--- src/rtl/kmeans_apb_pkg.sv ---
// Shared types and default sizing for the k-means APB command master.
// No logic of its own; imported by the FIFO and the master.
// Holds the transfer FSM encoding and the timeout counter sizing helper.
package kmeans_apb_pkg;

    // Default sizing, used as parameter defaults by the modules below.
    localparam int DEF_ADDR_WIDTH     = 8;
    localparam int DEF_DATA_WIDTH     = 32;
    localparam int DEF_FIFO_DEPTH     = 4;
    localparam int DEF_TIMEOUT_CYCLES = 256;

    // Transfer sequencer states: one APB transfer in flight at most.
    typedef enum logic [1:0] {
        ST_IDLE   = 2'd0,
        ST_SETUP  = 2'd1,
        ST_ACCESS = 2'd2,
        ST_RESP   = 2'd3
    } apb_state_t;

    // Width of a counter able to hold the value 0..cycles inclusive.
    function automatic int timer_width(input int cycles);
        return $clog2(cycles + 1);
    endfunction

endpackage

--- src/rtl/kmeans_cmd_fifo.sv ---
// Command FIFO: synchronous, registered storage, full/empty flags.
// Latency: a pushed entry is visible at pop_data one cycle after the push edge.
// Backpressure: push ignored when full, pop ignored when empty; push+pop same cycle both act.
module kmeans_cmd_fifo
    import kmeans_apb_pkg::*;
#(
    parameter int WIDTH = 1 + DEF_ADDR_WIDTH + DEF_DATA_WIDTH,
    parameter int DEPTH = DEF_FIFO_DEPTH
) (
    input  logic             clk,
    input  logic             rst,
    input  logic             push,
    input  logic [WIDTH-1:0] push_data,
    output logic             full,
    input  logic             pop,
    output logic [WIDTH-1:0] pop_data,
    output logic             empty
);

    localparam int PW = $clog2(DEPTH);
    localparam logic [PW:0] FULL_COUNT = (PW + 1)'(DEPTH);

    logic [WIDTH-1:0] mem [DEPTH];
    logic [PW-1:0]    wr_ptr;
    logic [PW-1:0]    rd_ptr;
    logic [PW:0]      count;
    logic             do_push;
    logic             do_pop;

    assign full     = (count == FULL_COUNT);
    assign empty    = (count == '0);
    assign do_push  = push && !full;
    assign do_pop   = pop && !empty;
    assign pop_data = mem[rd_ptr];

    // Storage array: data only, no reset needed since empty gates every read.
    always_ff @(posedge clk) begin
        if (do_push) begin
            mem[wr_ptr] <= push_data;
        end
    end

    // Pointers wrap naturally because DEPTH is a power of two; count tracks occupancy.
    always_ff @(posedge clk) begin
        if (rst) begin
            wr_ptr <= '0;
            rd_ptr <= '0;
            count  <= '0;
        end else begin
            if (do_push) begin
                wr_ptr <= wr_ptr + 1'b1;
            end
            if (do_pop) begin
                rd_ptr <= rd_ptr + 1'b1;
            end
            case ({do_push, do_pop})
                2'b10:   count <= count + 1'b1;
                2'b01:   count <= count - 1'b1;
                default: count <= count;
            endcase
        end
    end

endmodule

--- src/rtl/kmeans_apb_master.sv ---
// Queued command -> APB master: one transfer at a time, strictly in acceptance order.
// Latency: accept in cycle k -> SETUP k+2, ACCESS k+3, response earliest k+4.
// Backpressure: cmd_ready = FIFO not full; response held until rsp_ready, no new SETUP meanwhile.
module kmeans_apb_master
    import kmeans_apb_pkg::*;
#(
    parameter int addrWidth      = DEF_ADDR_WIDTH,
    parameter int dataWidth      = DEF_DATA_WIDTH,
    parameter int FIFO_DEPTH     = DEF_FIFO_DEPTH,
    parameter int TIMEOUT_CYCLES = DEF_TIMEOUT_CYCLES
) (
    input  logic                 clk,
    input  logic                 rst,
    input  logic                 cmd_valid,
    output logic                 cmd_ready,
    input  logic                 cmd_write,
    input  logic [addrWidth-1:0] cmd_addr,
    input  logic [dataWidth-1:0] cmd_wdata,
    output logic                 rsp_valid,
    input  logic                 rsp_ready,
    output logic [dataWidth-1:0] rsp_rdata,
    output logic                 rsp_timeout,
    output logic [addrWidth-1:0] paddr,
    output logic                 pwrite,
    output logic                 psel,
    output logic                 penable,
    output logic [dataWidth-1:0] pwdata,
    input  logic [dataWidth-1:0] prdata,
    input  logic                 pready
);

    localparam int CW = 1 + addrWidth + dataWidth;
    localparam int TW = timer_width(TIMEOUT_CYCLES);
    // Value of the wait counter during the last ACCESS cycle we are allowed.
    localparam logic [TW-1:0] TIMER_LAST = TW'(TIMEOUT_CYCLES - 1);

    apb_state_t     state;
    apb_state_t     state_nxt;
    logic [CW-1:0]  fifo_head;
    logic           fifo_full;
    logic           fifo_empty;
    logic           fifo_pop;
    logic [TW-1:0]  timer;
    logic           xfer_ok;
    logic           xfer_timeout;
    logic           rsp_done;

    kmeans_cmd_fifo #(
        .WIDTH (CW),
        .DEPTH (FIFO_DEPTH)
    ) u_cmd_fifo (
        .clk       (clk),
        .rst       (rst),
        .push      (cmd_valid),
        .push_data ({cmd_write, cmd_addr, cmd_wdata}),
        .full      (fifo_full),
        .pop       (fifo_pop),
        .pop_data  (fifo_head),
        .empty     (fifo_empty)
    );

    // Readiness depends only on occupancy so the host never sees a pop-dependent path.
    assign cmd_ready = !fifo_full;

    // State register.
    always_ff @(posedge clk) begin
        if (rst) begin
            state <= ST_IDLE;
        end else begin
            state <= state_nxt;
        end
    end

    // Next-state and APB/response strobes, decoded from the current state.
    always_comb begin
        state_nxt    = state;
        fifo_pop     = 1'b0;
        xfer_ok      = 1'b0;
        xfer_timeout = 1'b0;
        rsp_done     = 1'b0;
        psel         = 1'b0;
        penable      = 1'b0;
        rsp_valid    = 1'b0;
        case (state)
            ST_IDLE: begin
                if (!fifo_empty) begin
                    fifo_pop  = 1'b1;
                    state_nxt = ST_SETUP;
                end
            end
            ST_SETUP: begin
                psel      = 1'b1;
                state_nxt = ST_ACCESS;
            end
            ST_ACCESS: begin
                psel    = 1'b1;
                penable = 1'b1;
                // pready wins even in the final permitted cycle.
                if (pready) begin
                    xfer_ok   = 1'b1;
                    state_nxt = ST_RESP;
                end else if (timer == TIMER_LAST) begin
                    xfer_timeout = 1'b1;
                    state_nxt    = ST_RESP;
                end
            end
            ST_RESP: begin
                rsp_valid = 1'b1;
                if (rsp_ready) begin
                    rsp_done  = 1'b1;
                    state_nxt = ST_IDLE;
                end
            end
            default: begin
                state_nxt = ST_IDLE;
            end
        endcase
    end

    // ACCESS wait counter: cleared as the transfer enters SETUP, stops at the limit.
    always_ff @(posedge clk) begin
        if (rst) begin
            timer <= '0;
        end else if (fifo_pop) begin
            timer <= '0;
        end else if ((state == ST_ACCESS) && !pready && !xfer_timeout) begin
            timer <= timer + 1'b1;
        end
    end

    // Latch the popped command; APB address/data stay put for the whole transfer.
    always_ff @(posedge clk) begin
        if (rst) begin
            pwrite <= 1'b0;
            paddr  <= '0;
            pwdata <= '0;
        end else if (fifo_pop) begin
            {pwrite, paddr, pwdata} <= fifo_head;
        end
    end

    // Capture the transfer outcome; writes and timeouts report zero read data.
    always_ff @(posedge clk) begin
        if (rst) begin
            rsp_rdata   <= '0;
            rsp_timeout <= 1'b0;
        end else if (xfer_ok) begin
            rsp_rdata   <= pwrite ? '0 : prdata;
            rsp_timeout <= 1'b0;
        end else if (xfer_timeout) begin
            rsp_rdata   <= '0;
            rsp_timeout <= 1'b1;
        end else if (rsp_done) begin
            rsp_rdata   <= '0;
            rsp_timeout <= 1'b0;
        end
    end

endmodule
--- config.mk ---
export PLATFORM = sky130hd
export DESIGN_NAME = kmeans_apb_master
export DESIGN_NICKNAME = d
export VERILOG_FILES = /design/src/rtl/kmeans_apb_pkg.sv /design/src/rtl/kmeans_cmd_fifo.sv /design/src/rtl/kmeans_apb_master.sv
export SDC_FILE = /design/constraint.sdc
export NUM_CORES = 1
export LEC_CHECK = 0
export ABC_AREA = 1
export CAP_MARGIN = 20
export CORE_MARGIN = 2
export CORE_UTILIZATION = 45
export CTS_CLUSTER_DIAMETER = 150
export DETAILED_ROUTE_END_ITERATION = 10
export PLACE_DENSITY = 0.67
export SLEW_MARGIN = 30
export SYNTH_ARGS = -nofsm -noshare
export SYNTH_HDL_FRONTEND = slang
export SYNTH_SLANG_ARGS = --single-unit
--- constraint.sdc ---
create_clock -name clk -period 7.05 [get_ports clk]
set_clock_uncertainty 0.05 [all_clocks]
set_input_delay 0.705 -clock clk [delete_from_list [all_inputs] [get_ports clk]]
set_output_delay 0.705 -clock clk [all_outputs]
set_load 0.01 [all_outputs]
* Word level (Yosys, flattened, before mapping) *
Memories as Yosys holds them, arrays and structs flattened. A register that Yosys moved wholly into a read port is not among the register bits.
Index checks and enable logic that the tools add are counted.

cells by class
  $add $sub $neg = 5
  multipliers = 0
  div/mod/pow operators = 0
  order comparisons = 0
  equality and inequality tests = 10
  shifts and indexed selects = 0
  multiplexer cells = 26
  bitwise logic cells = 0
  reduce and logical (&&, ||, !) cells = 17

operator list
  cell                   count
  $mux W32               4
  $mux W1                16
  $add A9 B1 Y9 const B  1
  $eq A9 B8 Y1 const B   1
  $mux W2                4
  $pmux W2 S4            1
  $eq A2 B2 Y1 const B   3
  $pmux W3 S2            1
  $reduce_or A2 Y1       3
  $add A2 B1 Y2 const B  2
  $eq A2 B1 Y1 const B   2
  $logic_and A1 B1 Y1    4
  $logic_not A1 Y1       4
  $ne A2 B2 Y1 const B   2
  $reduce_bool A2 Y1     2
  $add A3 B1 Y3 const B  1
  $eq A3 B3 Y1 const B   1
  $logic_not A3 Y1       1
  $ne A3 B3 Y1 const B   1
  $reduce_and A3 Y1      1
  $reduce_bool A3 Y1     1
  $sub A3 B1 Y3 const B  1
  $logic_not A2 Y1       1

word-level totals
  register bits after elaboration = 51
  latch bits = 0
  bits in writable memories = 164
  memory bits (read-only) = 0
  bits of input ports = 78
  output and inout bits = 78
  word-level logic and storage cells = 66
  memories = 1

memory list
  name            words  width  rd ports  clocked after memory_dff  wr ports  line                   text
  u_cmd_fifo.mem  4      41     1         1                         1         kmeans_cmd_fifo.sv:23  logic [WIDTH-1:0] mem [DEPTH];

* Logic depth before layout (Yosys ltp) *
  depth in word-level cells = 6
  mapped depth = 13
  depth with buffers taken out = 13

* By module *
A second synthesis with hierarchy kept.

unflattened totals
  cell total of the unflattened synthesis = 888
  area total of the unflattened synthesis = 9763.1 µm²

modules (own cells, without submodules)
  module             instances  cells each  area each (µm²)  seq. area each (µm²)
  kmeans_cmd_fifo    1          466         6562.5           5104.9
  kmeans_apb_master  1          422         3200.6           1701.6

* Least setup slack after synthesis *
No wires, ideal clock.

  path kind = input to register
  start point = in cmd_valid
  end point = mem u_cmd_fifo.mem[0][0] in the netlist's numbering, enable pin
  library setup time = 0.440 ns
  arrival = 2.607 ns
  data required time = 6.560 ns
  slack = 3.953 ns
  cell stages on the path = 2
  path buffers = 0
  path through = nand2_1 -> nor2_1

between the ends
  word-level cells in the longest chain between the ends = 3

RTL lines
  item                           line                     text
  start: declaration             kmeans_apb_master.sv:14  input logic cmd_valid,
  $logic_and A1 B1 Y1            kmeans_cmd_fifo.sv:32    assign do_push = push && !full;
  $mux W1                        kmeans_cmd_fifo.sv:38    if (do_push) begin
  $mux W1 (implied by the code)  kmeans_cmd_fifo.sv:39    mem[wr_ptr] <= push_data;
  end: declaration               kmeans_cmd_fifo.sv:23

No other way between the ends.

* Worst setup path after layout *
  start point = reg state[1]
  end point = reg u_cmd_fifo.count[2]

between the ends
  word-level cells in the longest chain between the ends = 5
  elaborated cells on any way between the ends = 7
  those cells by class = eq/ne (2); mux (2); reduce/logical (3)

RTL lines
  item                                                      line                     text
  start: declaration                                        kmeans_apb_master.sv:37  apb_state_t state;
  start signal: assignment                                  kmeans_apb_master.sv:70  state <= state_nxt;
  $logic_not A2 Y1 (*)                                      kmeans_apb_master.sv:84  case (state)
  $mux W1 (*)                                               kmeans_apb_master.sv:84
  $logic_and A1 B1 Y1 (*)                                   kmeans_cmd_fifo.sv:33    assign do_pop = pop && !empty;
  $eq A2 B1 Y1 / $eq A2 B2 Y1 (equally long branches)       kmeans_cmd_fifo.sv:56    case ({do_push, do_pop})
  $pmux W3 S2 / $reduce_bool A2 Y1 (equally long branches)  n/a
  end signal: assignment                                    kmeans_cmd_fifo.sv:57    2'b10: count <= count + 1'b1;
  end signal: assignment                                    kmeans_cmd_fifo.sv:58    2'b01: count <= count - 1'b1;
  end signal: assignment                                    kmeans_cmd_fifo.sv:59    default: count <= count;
  end: declaration                                          kmeans_cmd_fifo.sv:26    logic [PW:0] count;

Every way passes the cells marked *; elsewhere a longest branch is shown, timed or not.
A chain may end at the register's enable or synchronous reset.

==> summary.md <==
| Metric | Value |
|---|---|
| Status | finished clean |
| PortBufs | between 150 and 200 |
| Root buffer cell | clkbuf_16 |
| Pwr Density | slightly below 400 nW/um^2 |
| Worst skew pair latency | approximately 540 ps |
| Worst-margin pin slew | 858.9 ps |
| TritonRoute pass-1 iters | 5 |
| Peak VDD IR | between 0.3 and 0.4 mV |
| Area grow syn2layout | 26.69% |
| Via density | between 4 and 5 |
| Total CTS buffers | 27 |
| Most area-hungry cell type in the Yosys netlist | edfxtp_1 |
| Final instance area | 12350 sq um |
| Clock transition at path regs | 60 ps |
| Number of H-tree levels | 1 |
| Drt total wl | a little over 20000 um |
| Critical Path Start Type | flip-flop |
| CTS tree | built |
| Syn_area_per_cell | 10.85 sq um |
| CP Depth | 10 |
| Initial Util | a little under half |
| Max Clk Rate | 348.9 MHz |
| Synth cell count leaders | nor2_1, edfxtp_1, o21ai_1 |
| DR WL/cell | ~15 um |
| Top Family by Delay on Critical Path | adder cells |
| Final net count | 1129 |
| Share of cells above drive strength 1 | 6.321% |
| Most common flop cell mapped by yosys | edfxtp_1 |
| RSZ-0062 raised after global routing | no |
| Hold buffer count at CTS | 0 |
| Syn Nets | 988 |
| CP Capture Type | flip-flop |
| Via count | 6629 |
| Slew Viols, Final | 0 |
| Critical Path RT | approximately 7400 ps |
| Sequential-to-total area share from yosys stat | between 60 and 70% |
| Period Utilization, post-route | between 40% and 50% |
| Std cell rows | 53 |
| Worst path slowest cell | nand2_4 |
| Setup TNS Final | 0 ps |
| GRT Residual Overflow | 0 |
| Antenna Nets Post-Route | 0 |
| Top cells by area, synth | edfxtp_1, dfxtp_1, nor2_1, o21ai_1, o21ai_0 |
| Core footprint | ~21000 sq um |
| DP Wirelength | approximately 12000 um |
| I/O pin cnt | around 160 |
| Postcts setup bufs | 0 |
| First-pass GRT wire length | 31820 um |
| Drt drc | 0 |
| Hold Crit Depth | 2 |
| Diodes inserted | 0 |
| Ys async rst share | 0% |
| Worst path arrival time | 3230 ps |
| Syn Std Cell Area | around 9700 sq um |
| Worst-path maximum fanout | between 40 and 50 |
| EDFF count, synth | 164 |
| Longest Clk Path Bufs | 3 |
| CP Class | reg -> reg |
| Synth cell types | 30 |
| DP Area | between 10000 and 15000 sq um |
| Post-cts resize count | 0 |
| Final GP Congestion | 0.6998 |
| Slew HR | between 40 and 50% |
| Total global-route track usage | 17.61% |
| Post-synthesis cell count | around 900 |
| Initial drt markers | 471 |
| Ys Warns | 0 |
| Vias in the first global route | 6220 |
| Buffers & Inverters on Critical Path | 2 |
| Sinks on Clock Net | 256 |
| Initial antenna violation count | 1 |
| Setup Viol. Count Final | 0 |
| Die Ht | approximately 150 um |
| Leakage power total | around 4.3 nW |
| Worst reg2reg path depth | 10 |
| Die ar. | between 20000 and 25000 sq um |
| Die Wd | between 150 and 200 um |
| Max-cap violations | 0 |
| CP max stage delay | roughly 440 ps |
| Post-synth top area share | 50.53% |
| Crit path cell chain | inv_1 > ha_1 > nand2_4 > inv_4 > ha_1 > fa_1 > a21oi_1 > o21ai_0 > o21ai_0 > a21oi_1 |
| HP Class | reg -> reg |
| Fin crit period | approximately 2900 ps |
| Hold Fails Final Rpt | 0 |
| Most common cell in the netlist | nor2_1 |
| Yosys reg bits | 256 |
| Largest net degree at the start of global routing | 85 |
stage by stage:
step | hold WS (ps) | total power [W] | worst slack (ps) | instances | util, %
after floorplan | 387.1 | 0.002859 | 3953 | 898 | -
after global placement | 396.7 | 0.003375 | 4210 | 1285 | 54.01
after detailed placement | 403.0 | 0.003395 | 4161 | 1285 | 54.04
final | 408.3 | 0.004767 | 4184 | 1335 | 58.37
after global routing | 424.5 | 0.005052 | 3845 | 1335 | 58.37
after CTS | 412.3 | 0.004819 | 4145 | 1335 | 58.37
placed cells by master (no fill, tap or decap), types with 2 or more instances in the layout:
cell	netlist	routed
dfxtp_2	0	2
nor2_1	225	221
edfxtp_1	164	164
o21ai_1	108	108
nand3_1	7	7
clkbuf_16	0	29
xor2_1	2	2
inv_2	1	2
clkbuf_8	0	6
o21ai_0	66	66
clkdlybuf4s50_1	0	155
inv_1	25	24
a21oi_1	47	47
ha_1	11	11
clkbuf_1	10	6
buf_4	4	8
nand2_1	86	86
dfxtp_1	92	90
clkinv_2	0	5
nor2_4	1	6
flip-flops by register name (all words and copies together), names as in the netlist:
register / cells
u_cmd_fifo.mem: 164
pwdata: 32
rsp_rdata: 32
timer: 9
paddr: 8
u_cmd_fifo.count: 3
state: 2
u_cmd_fifo.rd_ptr: 2
u_cmd_fifo.wr_ptr: 2
pwrite: 1
rsp_timeout: 1
logic make-up (layout without fill, tap and decap cells):
group | Yosys count | in the layout | synth area share, %
flops | 256 | 256 | 69.43
simple gates | 328 | 328 | 13.12
compound gates | 222 | 222 | 11.43
buf+inv | 78 | 240 | 4.224
fa+ha+maj | 12 | 12 | 1.618
xor+xnor | 2 | 2 | 0.1798
final timing paths:
path | slack [ps] | from | endpoint
worst max-delay path | 4180 | state[1] | u_cmd_fifo.count[2]
worst max register to register | 4180 | state[1] | u_cmd_fifo.count[2]
worst min register to register | 410 | rsp_rdata[1] | rsp_rdata[1]
worst min-delay path | 410 | rsp_rdata[1] | rsp_rdata[1]
routing by layer:
| layer | vias up | share of wire (%) | global-route usage [%] |
|---|---|---|---|
| met3 | 31 | 7.4 | 3.373 |
| met5 | - | 0.053 | 0 |
| met4 | 2 | 1.7 | 3.785 |
| met2 | 199 | 46 | 29.84 |
| li1 | 3343 | - | - |
| met1 | 3054 | 45 | 23.75 |
where the power goes:
| group | internal [W] | switching (W) | leakage [nW] |
|---|---|---|---|
| combinational | 0.000550 | 0.000822 | 1.59 |
| sequential | 0.00186 | 0.000112 | 2.26 |
| clock | 0.000854 | 0.000564 | 0.457 |
| total | 0.00327 | 0.00150 | 4.31 |
worst register-to-register path: cells and delay by family, from the launching register on:
family          cells  cell delay, ps
flops               1             380
compound gates      4             470
buf+inv             2             460
fa+ha+maj           3             950
simple gates        1             440
cell type report:
| class | count | area [sq um] |
|---|---|---|
| fillers | 1750 | 8807 |
| flip-flops and latches | 256 | 6769 |
| multi-input cells | 564 | 2604 |
| repair buffers | 163 | 1612 |
| clock buffers | 42 | 835.8 |
| well taps | 275 | 344.1 |
| inverters | 27 | 103.9 |
| clock inverters | 8 | 78.83 |
(Power assumes the default switching activity.)
